File: src/rtl/gcd_pkg.sv
// Shared constants and FSM state type for the gcd sequencer.
package gcd_pkg;

  localparam int unsigned W_DEF    = 16;
  localparam int unsigned IW_DEF   = 8;
  localparam int unsigned ITER_MAX = (1 << IW_DEF) - 1;

  typedef enum logic [1:0] {
    IDLE  = 2'd0,
    CHECK = 2'd1,
    MOD   = 2'd2,
    FIN   = 2'd3
  } state_t;

endpackage

File: src/rtl/mod_seq.sv
// Iterative unsigned restoring remainder: r = x mod y, valid exactly W cycles after go.
module mod_seq
  import gcd_pkg::*;
#(
  parameter int unsigned W = W_DEF
) (
  input  logic         clk,
  input  logic         rst_n,
  input  logic         go,
  input  logic [W-1:0] x,
  input  logic [W-1:0] y,
  output logic         valid,
  output logic [W-1:0] r
);

  localparam int unsigned CW = $clog2(W + 1);

  logic [W-1:0]  rem_q;
  logic [W-1:0]  xs_q;
  logic [W-1:0]  y_q;
  logic [CW-1:0] cnt_q;
  logic          active_q;

  logic [W-1:0]  src_rem;
  logic          src_bit;
  logic [W-1:0]  src_y;
  logic [W:0]    trial;
  logic [W-1:0]  rem_next;

  // One restoring step; the go cycle feeds operands straight from the inputs.
  always_comb begin
    src_rem  = go ? '0 : rem_q;
    src_bit  = go ? x[W-1] : xs_q[W-1];
    src_y    = go ? y : y_q;
    trial    = {src_rem, src_bit};
    rem_next = trial[W-1:0];
    if (trial >= {1'b0, src_y}) begin
      rem_next = W'(trial - {1'b0, src_y});
    end
  end

  // Bit-serial iteration, counter and result registers.
  always_ff @(posedge clk or negedge rst_n) begin
    if (!rst_n) begin
      rem_q    <= '0;
      xs_q     <= '0;
      y_q      <= '0;
      cnt_q    <= '0;
      active_q <= 1'b0;
      valid    <= 1'b0;
      r        <= '0;
    end else begin
      valid <= 1'b0;
      if (go) begin
        rem_q    <= rem_next;
        xs_q     <= {x[W-2:0], 1'b0};
        y_q      <= y;
        cnt_q    <= CW'(W - 1);
        active_q <= 1'b1;
      end else if (active_q) begin
        rem_q <= rem_next;
        xs_q  <= {xs_q[W-2:0], 1'b0};
        cnt_q <= cnt_q - CW'(1);
        if (cnt_q == CW'(1)) begin
          active_q <= 1'b0;
          valid    <= 1'b1;
          r        <= rem_next;
        end
      end
    end
  end

endmodule

File: src/rtl/gcd_mod_sched.sv
// Euclid gcd of two signed operands, reusing the serial remainder unit each step.
module gcd_mod_sched
  import gcd_pkg::*;
#(
  parameter int unsigned W  = W_DEF,
  parameter int unsigned IW = IW_DEF
) (
  input  logic          clk,
  input  logic          rst_n,
  input  logic          start,
  input  logic [W-1:0]  a,
  input  logic [W-1:0]  b,
  output logic          busy,
  output logic          done,
  output logic [W-1:0]  gcd,
  output logic [IW-1:0] iters,
  output logic          err
);

  localparam logic [IW-1:0] IMAX = {IW{1'b1}};

  state_t        state_q;
  state_t        state_d;
  logic [W-1:0]  a_q;
  logic [W-1:0]  b_q;
  logic          go_c;
  logic          mvalid;
  logic [W-1:0]  mr;

  // Two's complement magnitude; the most negative value maps to 2^(W-1).
  function automatic logic [W-1:0] mag(input logic [W-1:0] v);
    return v[W-1] ? (~v + W'(1)) : v;
  endfunction

  mod_seq #(.W(W)) u_mod (
    .clk   (clk),
    .rst_n (rst_n),
    .go    (go_c),
    .x     (a_q),
    .y     (b_q),
    .valid (mvalid),
    .r     (mr)
  );

  // State register.
  always_ff @(posedge clk or negedge rst_n) begin
    if (!rst_n) state_q <= IDLE;
    else        state_q <= state_d;
  end

  // Next-state logic and remainder-unit launch.
  always_comb begin
    state_d = state_q;
    go_c    = 1'b0;
    case (state_q)
      IDLE:  if (start) state_d = CHECK;
      CHECK: begin
        if (b_q == '0) begin
          state_d = FIN;
        end else begin
          go_c    = 1'b1;
          state_d = MOD;
        end
      end
      MOD:   if (mvalid) state_d = CHECK;
      FIN:   state_d = IDLE;
      default: state_d = IDLE;
    endcase
  end

  // Operand swap, iteration count and registered outputs.
  always_ff @(posedge clk or negedge rst_n) begin
    if (!rst_n) begin
      a_q   <= '0;
      b_q   <= '0;
      busy  <= 1'b0;
      done  <= 1'b0;
      gcd   <= '0;
      iters <= '0;
      err   <= 1'b0;
    end else begin
      busy <= (state_d != IDLE);
      done <= (state_d == FIN);
      case (state_q)
        IDLE: begin
          if (start) begin
            a_q   <= mag(a);
            b_q   <= mag(b);
            iters <= '0;
            err   <= 1'b0;
            gcd   <= '0;
          end
        end
        CHECK: begin
          if (b_q == '0) begin
            gcd <= a_q;
            err <= (a_q == '0);
          end
        end
        MOD: begin
          if (mvalid) begin
            a_q <= b_q;
            b_q <= mr;
            if (iters != IMAX) iters <= iters + IW'(1);
          end
        end
        default: ;
      endcase
    end
  end

endmodule

File: config.mk
export PLATFORM = sky130hd
export DESIGN_NAME = gcd_mod_sched
export DESIGN_NICKNAME = d
export VERILOG_FILES = /design/src/rtl/gcd_pkg.sv /design/src/rtl/mod_seq.sv /design/src/rtl/gcd_mod_sched.sv
export SDC_FILE = /design/constraint.sdc
export NUM_CORES = 1
export LEC_CHECK = 0
export ABC_CLOCK_PERIOD_IN_PS = 5800
export CAP_MARGIN = 20
export CORE_ASPECT_RATIO = 0.6
export CORE_UTILIZATION = 39
export CTS_CLUSTER_DIAMETER = 60
export DETAILED_ROUTE_END_ITERATION = 12
export HOLD_SLACK_MARGIN = 0.02
export PLACE_DENSITY = 0.64
export SLEW_MARGIN = 5
export SYNTH_ARGS = -nofsm -noshare
export SYNTH_HDL_FRONTEND = slang
export SYNTH_SLANG_ARGS = --single-unit
File: constraint.sdc
create_clock -name clk -period 5.8 [get_ports clk]
set_clock_uncertainty 0.05 [all_clocks]
set_input_delay 0.58 -clock clk [delete_from_list [all_inputs] [get_ports clk]]
set_output_delay 0.58 -clock clk [all_outputs]
set_load 0.01 [all_outputs]
==> impl_metrics.yaml <==
status:
  outcome: "finished with violations"
  violations: "DRC"
synthesis:
  async_flop_share_pct: 100
  synth-edff-count: 0
  synth_nets: 897
  ys_seq_area_share_pct: 44.3
  ys.flop_type: "dfrtp_1"
  ys_ff_latch: 131
  synthCells: 840
  yosysUniqueCellTypes: 60
  ys_warn_count: 0
  synth_area_per_cell_sq_um: 8.81
  netlist_area_sq_mm: 0.00740
floorplan:
  start_util_pct: 40.4
  fp.dieArea_sq_mm: 0.0195
  rows: 38
  die_w_microns: 180
  coreArea_sq_mm: 0.0183
  die_h_microns: 109
  io_pins: 62
pwr:
  seqPwrFrac_pct: 26.8
  ir_worst_vdd_v: 0.000273
  clock_power_share_pct: 19.3
  p_leak_nw: 3.99
  p_switching_mw: 2.72
  intPower_mw: 3.38
  swShare_pct: 44.6
  p_comb_share_pct: 53.8
  pwr_density_cell_mw_per_mm2: 690
timing:
  fmax_ghz: 0.202
  setup_tns_ps: 0
  hold_viol_final: 0
  timing.hold.ws_ps: 129
  worstMarginPinSlew_ps: 1070
  post-route-period-util_pct: 85.2
  rsz0062_at_grt: "no"
  finalMaxSlewViolations: 0
  setup_viol: 0
  period_needed_ps: 4940
  slew_headroom_pct: 28.8
route:
  routed_via_density: 5.54
  dr_wl_met2_mm: 7.86
  drtIter0Drc: 788
  wl_met1_mm: 10.8
  wl_met3_mm: 1.31
  ant_nets: 0
  routed_wl_mm: 20.2
  dr.pass1.iters: 10
  vias: 6282
  top_layer: "met4"
  drc: 3
  routedWlPerCell_microns: 17.8
placement:
  place_congestion: 0.891
  port_buffers: 61
  dp_hpwl_mm: 14.5
cts:
  cts_made_buffers: 17
  clkTransAtPathRegs_ps: 60
  cts_tree: "yes"
  h-tree-depth: 4
  clock_sinks: 131
  root_buffer: "clkbuf_16"
  cts_buffer_depth: 2
  cts_resized: 0
  post_cts_buffers: 0
  ctsHoldBuffers: 0
  clock_latency_ps: 420
grt:
  antenna_found_initial: 0
  overflow: 0
  grt_max_degree: 72
  grt_pass1_wl_mm: 32.1
  grt_pass1_vias: 5618
  grt_use_total_pct: 21.4
critical_path:
  cp-start-kind: "flip-flop"
  crit_arrival_ps: 5230
  path_max_fanout: 70
  reg2reg_slack_ps: 860
  cp-end-kind: "flip-flop"
  required_ps: 6090
  critPathKind: "reg2reg"
final_layout:
  final_net_count: 937
  post_route_cells_drive_above_1_share_pct: 7.05
  areaGrowthSynthToFinish_pct: 19.3
  multi_input_area_sq_mm: 0.00383
  register_area_sq_mm: 0.00328
  antenna_cells: 0
  fillers: 1695
hold_path:
  worstHoldPathType: "in2async"
flow_run:
  cap_violations: 0
==> per-stage QoR <==
| step | cells | util (%) | total power, mW | setup WS [ps] | area [sq um] |
|---|---|---|---|---|---|
| global placement | 1100 | 44.6 | 4.80 | 1140 | 8170 |
| CTS | 1132 | 48.2 | 6.04 | 972 | 8820 |
| finish | 1133 | 48.2 | 6.09 | 859 | 8830 |
| detailed placement | 1100 | 44.6 | 4.82 | 1020 | 8170 |
| global route | 1133 | 48.2 | 6.53 | 595 | 8830 |
| floorplan | 840 | - | 3.96 | 2060 | 7400 |
==> cell usage after synthesis, drive strengths merged (15+ instances only) <==
cell	count	share of area [%]
clkbuf	39	2.0
o21ai	78	5.3
dfrtp	131	44
a21oi	72	4.9
nand2	142	7.3
xnor2	15	1.8
and2	31	2.6
xor2	27	3.2
ha	21	3.6
nor2	65	3.3
mux2i	26	3.5
inv	25	1.3
==> kinds of logic (layout without fill, tap and decap cells) <==
family,Yosys count,count (layout),synth area share [%]
and+or+nand+nor,317,317,20.0
muxes,34,34,4.73
adders and majority gates,22,22,3.82
DFF,131,131,44.3
xor gates and xnor gates,42,42,4.97
buffers and inverters,74,127,4.14
AOI/OAI and AO/OA,220,220,18.0
==> worst max-delay path: stages (launching register included) <==
cell	delay (ps)
dfrtp_1	440
nor4_1	390
and4_1	300
nand2b_4	610
nand2_1	130
and2_1	210
ha_1	410
nand4_1	200
nor4_1	70
and3_1	210
a2111oi_4	710
and3_1	670
a22oi_1	210
a21oi_1	200
==> cells in the final DEF, fill, tap and decap left out, types with 15 or more instances in the layout <==
master and instances:
inv_1 25, xor2_1 27, clkdlybuf4s50_1 60, and2_1 31
dfrtp_1 131, ha_1 21, clkbuf_16 17, nor2_1 63
xnor2_1 15, o21ai_0 69, mux2i_1 26, a21oi_1 72
nand2_1 141
==> power by group through the flow <==
stage,clock network [mW],logic (mW),registers (mW)
finish,1.18,3.28,1.64
detailed placement,0,3.18,1.64
global route,1.23,3.62,1.67
global placement,0,3.16,1.64
floorplan,0,2.43,1.53
CTS,1.19,3.22,1.63
==> layer usage <==
layer	up-vias	track usage, %
li1	3013	-
met1	3057	35.0
met2	196	27.5
met3	16	4.18
met4	0	5.79
met5	-	0
==> cell type report <==
class                      instances  area share [%]
inverter                          25            1.06
clock buffer                      20            5.29
timing repair buffer              70            7.74
multi-input combinational        635            43.4
clock inverter                    12            2.01
sequential                       131            37.1
tap                              240            3.40
==> final timing paths <==
| check | cells past startpoint | startpoint | end |
|---|---|---|---|
| min in group clk | 2 | gcd[14] | gcd[14] |
| worst min-delay path | 1 | rst_n | u_mod.cnt_q[1] |
| worst max register to register | 13 | b_q[9] | u_mod.r[8] |
| worst min register to register | 2 | gcd[14] | gcd[14] |
| max in group asynchronous | 2 | rst_n | u_mod.r[3] |
| worst max-delay path | 13 | b_q[9] | u_mod.r[8] |
==> flip-flops by register name, indices dropped and copies added, names as in the netlist, 2 cells and up <==
signal / cells
state_q: 2
u_mod.rem_q: 16
a_q: 16
b_q: 16
u_mod.cnt_q: 5
u_mod.r: 16
iters: 8
u_mod.y_q: 16
u_mod.xs_q: 15
gcd: 16
Note: power is estimated with default switching activity, not from simulation.
==> patch 1: new RTL, config.mk and constraints unchanged <==
Re-encode `state_t` (4 states) as one-hot, 4 bits wide.
--- a/src/rtl/gcd_pkg.sv
+++ b/src/rtl/gcd_pkg.sv
@@ -7,7 +7,7 @@
 
-  typedef enum logic [1:0] {
-    IDLE  = 2'd0,
-    CHECK = 2'd1,
-    MOD   = 2'd2,
-    FIN   = 2'd3
+  typedef enum logic [3:0] {
+    IDLE  = 4'b0001,
+    CHECK = 4'b0010,
+    MOD   = 4'b0100,
+    FIN   = 4'b1000
   } state_t;
Function: same outputs for any inputs over 10 cycles, from zero or initial values and one cycle with rst_n low; not proved beyond that.
==> patch 1 against the unedited design <==
  * The flow still finishes with violations (DRC)
  * Sequential share of layout area increased by 0.54 points
  * Worst setup slack improved by 0.069 ns
  * First-iteration DRC count decreased by 22%
  * Cell area increased by 0.11%
  * Critical path type unchanged
  * Power decreased by 12%
  * Routed wire length decreased by 2.0%
  * Largest power group unchanged
  * Synthesized area decreased by 0.78%
  * Worst hold slack improved by 0.0092 ns
  * Combinational power decreased by 21%
  * Sequential cell count increased by 2
==> patch 1: results (changes against the unedited design) <==
| Metric | Value |
|---|---|
| CTS buffer count | 17 (unchanged) |
| Proportion of layout cells with a drive suffix above 1 | 0.0629 (-0.00763) |
| Pre-Repair DR Iteration Count | 9 (-1) |
| Post-CTS setup buffer count | 0 (unchanged) |
| LEAKAGE | 3.93 nW (-1.4%) |
| GPL Wtd Cong | 0.855 (-4.0%) |
| Async SR Flop Fraction | 1.00 (unchanged) |
| Worst-Skew Late Latency | 0.42 ns (about the same) |
| Via Count | 6153 (-2.1%) |
| Worst-path clk slew | 0.06 ns (about the same) |
| VDD IR-drop max | 0.254 mV (-7.1%) |
| Post-DP HPWL | 14300 µm (-1.2%) |
| Warnings, synthesis | 0 (unchanged) |
| DR DRC count | 6 (+3) |
| Post-synth cell types | 62 (+3.3%) |
| Failing checks | DRC |
| CP max stage delay | 0.59 ns (-0.12 ns) |
| Worst Hold Class | in -> async |
| Post-CTS Resized | 0 (unchanged) |
| Net count after synthesis | 886 (-1.2%) |
| Initial antenna violation count | 0 (unchanged) |
| Final wirelength | 19700 µm (-2.0%) |
| PortBufs | 61 (unchanged) |
| Htree depth | 4 (unchanged) |
| Fin nets | 934 (-0.32%) |
| Top cells by area, synth | dfrtp_1, nand2_1, o21ai_0 |
| Global-route wire length before repair | 31700 µm (-1.1%) |
| Outcome | finished, violations left |
| Max Buffers Root-to-Sink | 2 (unchanged) |
| Root buffer cell | clkbuf_16 |
| Vias in the first global route | 5711 (+1.7%) |
| Setup Slack @ Placement | 0.974 ns (-0.0417 ns) |
| Slew at the pin closest to its max-slew limit | 1.06 ns (-0.00510 ns) |
| Inst Count DP | 1096 (-0.36%) |
| Detailed Route Iter0 Violations | 613 (-22%) |
| Placed cell area | 8160 µm² (-0.11%) |
| GR Util All Layers | 0.217 (+0.00255) |
| Antenna cells | 0 (unchanged) |
| Largest net degree at the start of global routing | 80 (+11%) |
| Worst-path fanout max | 14 (-80%) |
| Family with the most delay on the worst path | simple AND/OR/NAND/NOR gates |
| DR vias/cell | 5.45 (-1.8%) |
| Worst path slowest cell | or4_1 |
| Post-synthesis sequential area ratio | 0.453 (+0.0105) |
| Synth cell count leaders | nand2_1, dfrtp_1, o21ai_0 |
| Cells after synthesis | 829 (-1.3%) |
==> patch 1: cell count changes in the layout (fill, tap and decap cells not counted), sizes merged, moves of 6 or more <==
cell / delta
a31oi: +7
mux2: -6
nand2b: -7
a21oi: -17
o21ai: +13
nor2b: +13
and2: -29
mux2i: +11
==> patch 1: cells by family after synthesis <==
logic type      Yosys count  synth area share
xor+xnor                 39            0.0465
compound gates          213             0.176
buf+inv                  74            0.0390
simple gates            309             0.193
flops                   133             0.453
mux                      39            0.0535
fa+ha+maj                22            0.0385
==> patch 1: area by class of cell <==
type	count	area [µm²]
Sequential cell	133	3330
Clock buffer	19	433
Inverter	32	120
Tap cell	240	300
Clock inverter	13	206
Fill cell	1738	9420
Timing Repair Buffer	71	707
Multi-Input combinational cell	622	3740
==> patch 1: worst reg2reg max path, cell delays in order (launching register included) <==
cell       delay, ns
dfrtp_1         0.41
or4_4           0.55
or4_1           0.58
nand2_1         0.44
nand2_1         0.12
nand2_1         0.11
inv_1           0.05
ha_1            0.37
nand4_1         0.24
or4_1           0.59
o221ai_4        0.21
or3_1           0.15
buf_4           0.20
nor2_1          0.06
buf_4           0.19
o2bb2ai_1       0.15
a221o_1         0.30
==> patch 1: power breakdown <==
group	leakage [nW]	switching, mW	total, mW	internal (mW)
clock	0.307	0.415	1.18	0.762
combinational	1.93	1.54	2.59	1.05
sequential	1.70	0.321	1.62	1.29
total	3.93	2.28	5.38	3.11
==> patch 1: routing by layer <==
layer | wire length (µm) | track usage | up-vias
met1 | 10400 | 0.353 | 2944
met4 | 108 | 0.0312 | 0
met5 | 0 | 0 | -
met2 | 7950 | 0.290 | 206
li1 | - | - | 2990
met3 | 1290 | 0.0485 | 13
==> patch 1: path summary, 6_finish.rpt <==
kind,end,start,slack (ns),depth (start not counted)
worst max-delay path,u_mod.rem_q[10],b_q[6],0.93,16
worst min-delay path,u_mod.cnt_q[2],rst_n,0.14,1
worst max register to register,u_mod.rem_q[10],b_q[6],0.93,16
worst min register to register,u_mod.rem_q[0],u_mod.rem_q[0],0.41,2
max in group asynchronous,u_mod.r[8],rst_n,4.38,2
min in group clk,u_mod.rem_q[0],u_mod.rem_q[0],0.41,2
==> patch 1: per-stage QoR <==
stage | util | power, mW
detailed placement | 0.447 | 4.13
floorplan | - | 3.38
global route | 0.484 | 5.76
finish | 0.484 | 5.38
CTS | 0.482 | 5.33
global placement | 0.447 | 4.12
==> patch 2: new RTL, same flow settings <==
Without the edit above. `W_DEF`: 16 -> 32.
--- a/src/rtl/gcd_pkg.sv
+++ b/src/rtl/gcd_pkg.sv
@@ -3,3 +3,3 @@
 
-  localparam int unsigned W_DEF    = 16;
+  localparam int unsigned W_DEF    = 32;
   localparam int unsigned IW_DEF   = 8;
Ports: changed (resized a, b and gcd); port bits go from 62 to 110. No check against the original RTL was run, so the function may have changed too.
==> patch 2 against the unedited design <==
  * Final cell count rose by 91%
  * Sequential cell count rose by 113
  * First-iteration DRC count rose by 14%
  * Fmax fell by 8.0%
  * Synthesized cell count rose by 91%
  * Routed wire length rose by 100%
  * Cell area rose by 85%
  * Synthesized area rose by 89%
  * Global-route usage rose by 1.2 points
  * Worst setup slack got worse by 0.43 ns
  * Count of clock-buffer cells in the layout rose by 15
  * Critical path type unchanged
  * Critical endpoint is now u_mod.rem_q[26]
Power is left out: it rests on default switching activity, and per cell area and clock period it moved more than threefold.
==> patch 2: results (changes against the unedited design) <==
| Metric | Value |
|---|---|
| GR Util All Layers | 0.226 (+0.0117) |
| Max Buffers Root-to-Sink | 3 (+1) |
| Worst path slowest cell | or3_4 |
| PortBufs | 109 (+79%) |
| Filler Cells Inserted | 3425 (+100%) |
| Global-route wire length before repair | 64900 µm (+100%) |
| Fin nets | 1785 (+91%) |
| Final wirelength | 41000 µm (+100%) |
| CP max stage delay | 0.46 ns (-0.25 ns) |
| Htree depth | 1 (-3) |
| Synth cell count leaders | nand2_1, dfrtp_1, o21ai_0 |
| Largest net degree at the start of global routing | 133 (+85%) |
| MaxCap Viol Count | 0 (unchanged) |
| Initial antenna violation count | 0 (unchanged) |
| Post-CTS setup buffer count | 0 (unchanged) |
| Outcome | finished clean |
| WP data arrival | 5.73 ns (+0.50 ns) |
| Post-synth top flop | dfrtp_1 |
| Worst-Skew Late Latency | 0.53 ns (+0.11 ns) |
| DR vias/cell | 5.52 (-0.45%) |
| Worst Hold Class | in -> async |
| Top cells by area, synth | dfrtp_1, nand2_1, o21ai_0 |
| Slew at the pin closest to its max-slew limit | 0.925 ns (-0.142 ns) |
| Root buffer cell | clkbuf_16 |
| Post-DP HPWL | 30500 µm (+110%) |
| Finished Layout Cells | 2161 (+91%) |
| Detailed Route Iter0 Violations | 897 (+14%) |
| Post-synthesis register bit count | 244 (+86%) |
| Warnings, synthesis | 0 (unchanged) |
| Worst-path clk slew | 0.07 ns |
| Post-synth cell types | 78 (+30%) |
| R2R Setup Slk | 0.43 ns (-0.43 ns) |
| Pre-Repair DR Iteration Count | 5 (-5) |
| Antenna cells | 0 (unchanged) |
| Cells after synthesis | 1607 (+91%) |
| Proportion of layout cells with a drive suffix above 1 | 0.0655 (-0.00502) |
| Net count after synthesis | 1712 (+91%) |
| Worst-path fanout max | 25 (-64%) |
| Post-CTS Resized | 0 (unchanged) |
| Post-synthesis sequential area ratio | 0.437 (-0.00629) |
| GPL Wtd Cong | 0.895 (+0.44%) |
| Async SR Flop Fraction | 1.00 (unchanged) |
| Inst Count DP | 2120 (+93%) |
| CTS buffer count | 23 (+6) |
| Vias in the first global route | 11500 (+100%) |
==> patch 2: cell families (layout without fill, tap and decap cells) <==
logic type | count (synthesis) | count (layout) | share of synthesized area
simple gates | 587 | 587 | 0.194
compound gates | 429 | 429 | 0.183
flops | 244 | 244 | 0.437
buf+inv | 145 | 232 | 0.0415
xor+xnor | 91 | 91 | 0.0570
mux | 73 | 73 | 0.0528
fa+ha+maj | 38 | 38 | 0.0345
==> patch 2: layout make-up <==
| type | count | share of cell area |
|---|---|---|
| Clock buffer | 35 | 0.0423 |
| Clock inverter | 4 | 0.00161 |
| Inverter | 51 | 0.0117 |
| Multi-Input combinational cell | 1218 | 0.449 |
| Sequential cell | 244 | 0.374 |
| Tap cell | 467 | 0.0357 |
| Timing Repair Buffer | 142 | 0.0862 |
==> patch 2: critical path, delay by kind of cell (launching register included) <==
| family | cells | cell delay (ns) |
|---|---|---|
| and+or+nand+nor | 8 | 2.26 |
| AOI/OAI and AO/OA | 6 | 1.50 |
| buffers and inverters | 3 | 0.61 |
| DFF | 1 | 0.44 |
| adders and majority gates | 1 | 0.41 |
==> patch 2: per-layer routing <==
layer,wire length [µm],global-route usage,vias up
li1,-,-,5736
met1,20400,0.347,5778
met2,16800,0.325,372
met3,2880,0.0437,42
met4,901,0.0506,0
met5,0,0,-
==> patch 2: stage by stage <==
stage	hold slack (ns)	setup slack, ns	area [µm²]
global placement	0.413	0.579	15600
global route	0.132	0.111	16300
floorplan	0.234	1.23	14000
finish	0.0341	0.429	16300
detailed placement	0.419	0.563	15600
CTS	0.105	0.513	16300
==> patch 2: worst paths after layout <==
path | from | endpoint | cells past startpoint
worst max-delay path | b_q[4] | u_mod.rem_q[26] | 18
worst min-delay path | rst_n | u_mod.rem_q[7] | 1
worst max register to register | b_q[4] | u_mod.rem_q[26] | 18
worst min register to register | gcd[6] | gcd[6] | 2
max in group asynchronous | rst_n | u_mod.r[1] | 2
min in group clk | gcd[6] | gcd[6] | 2
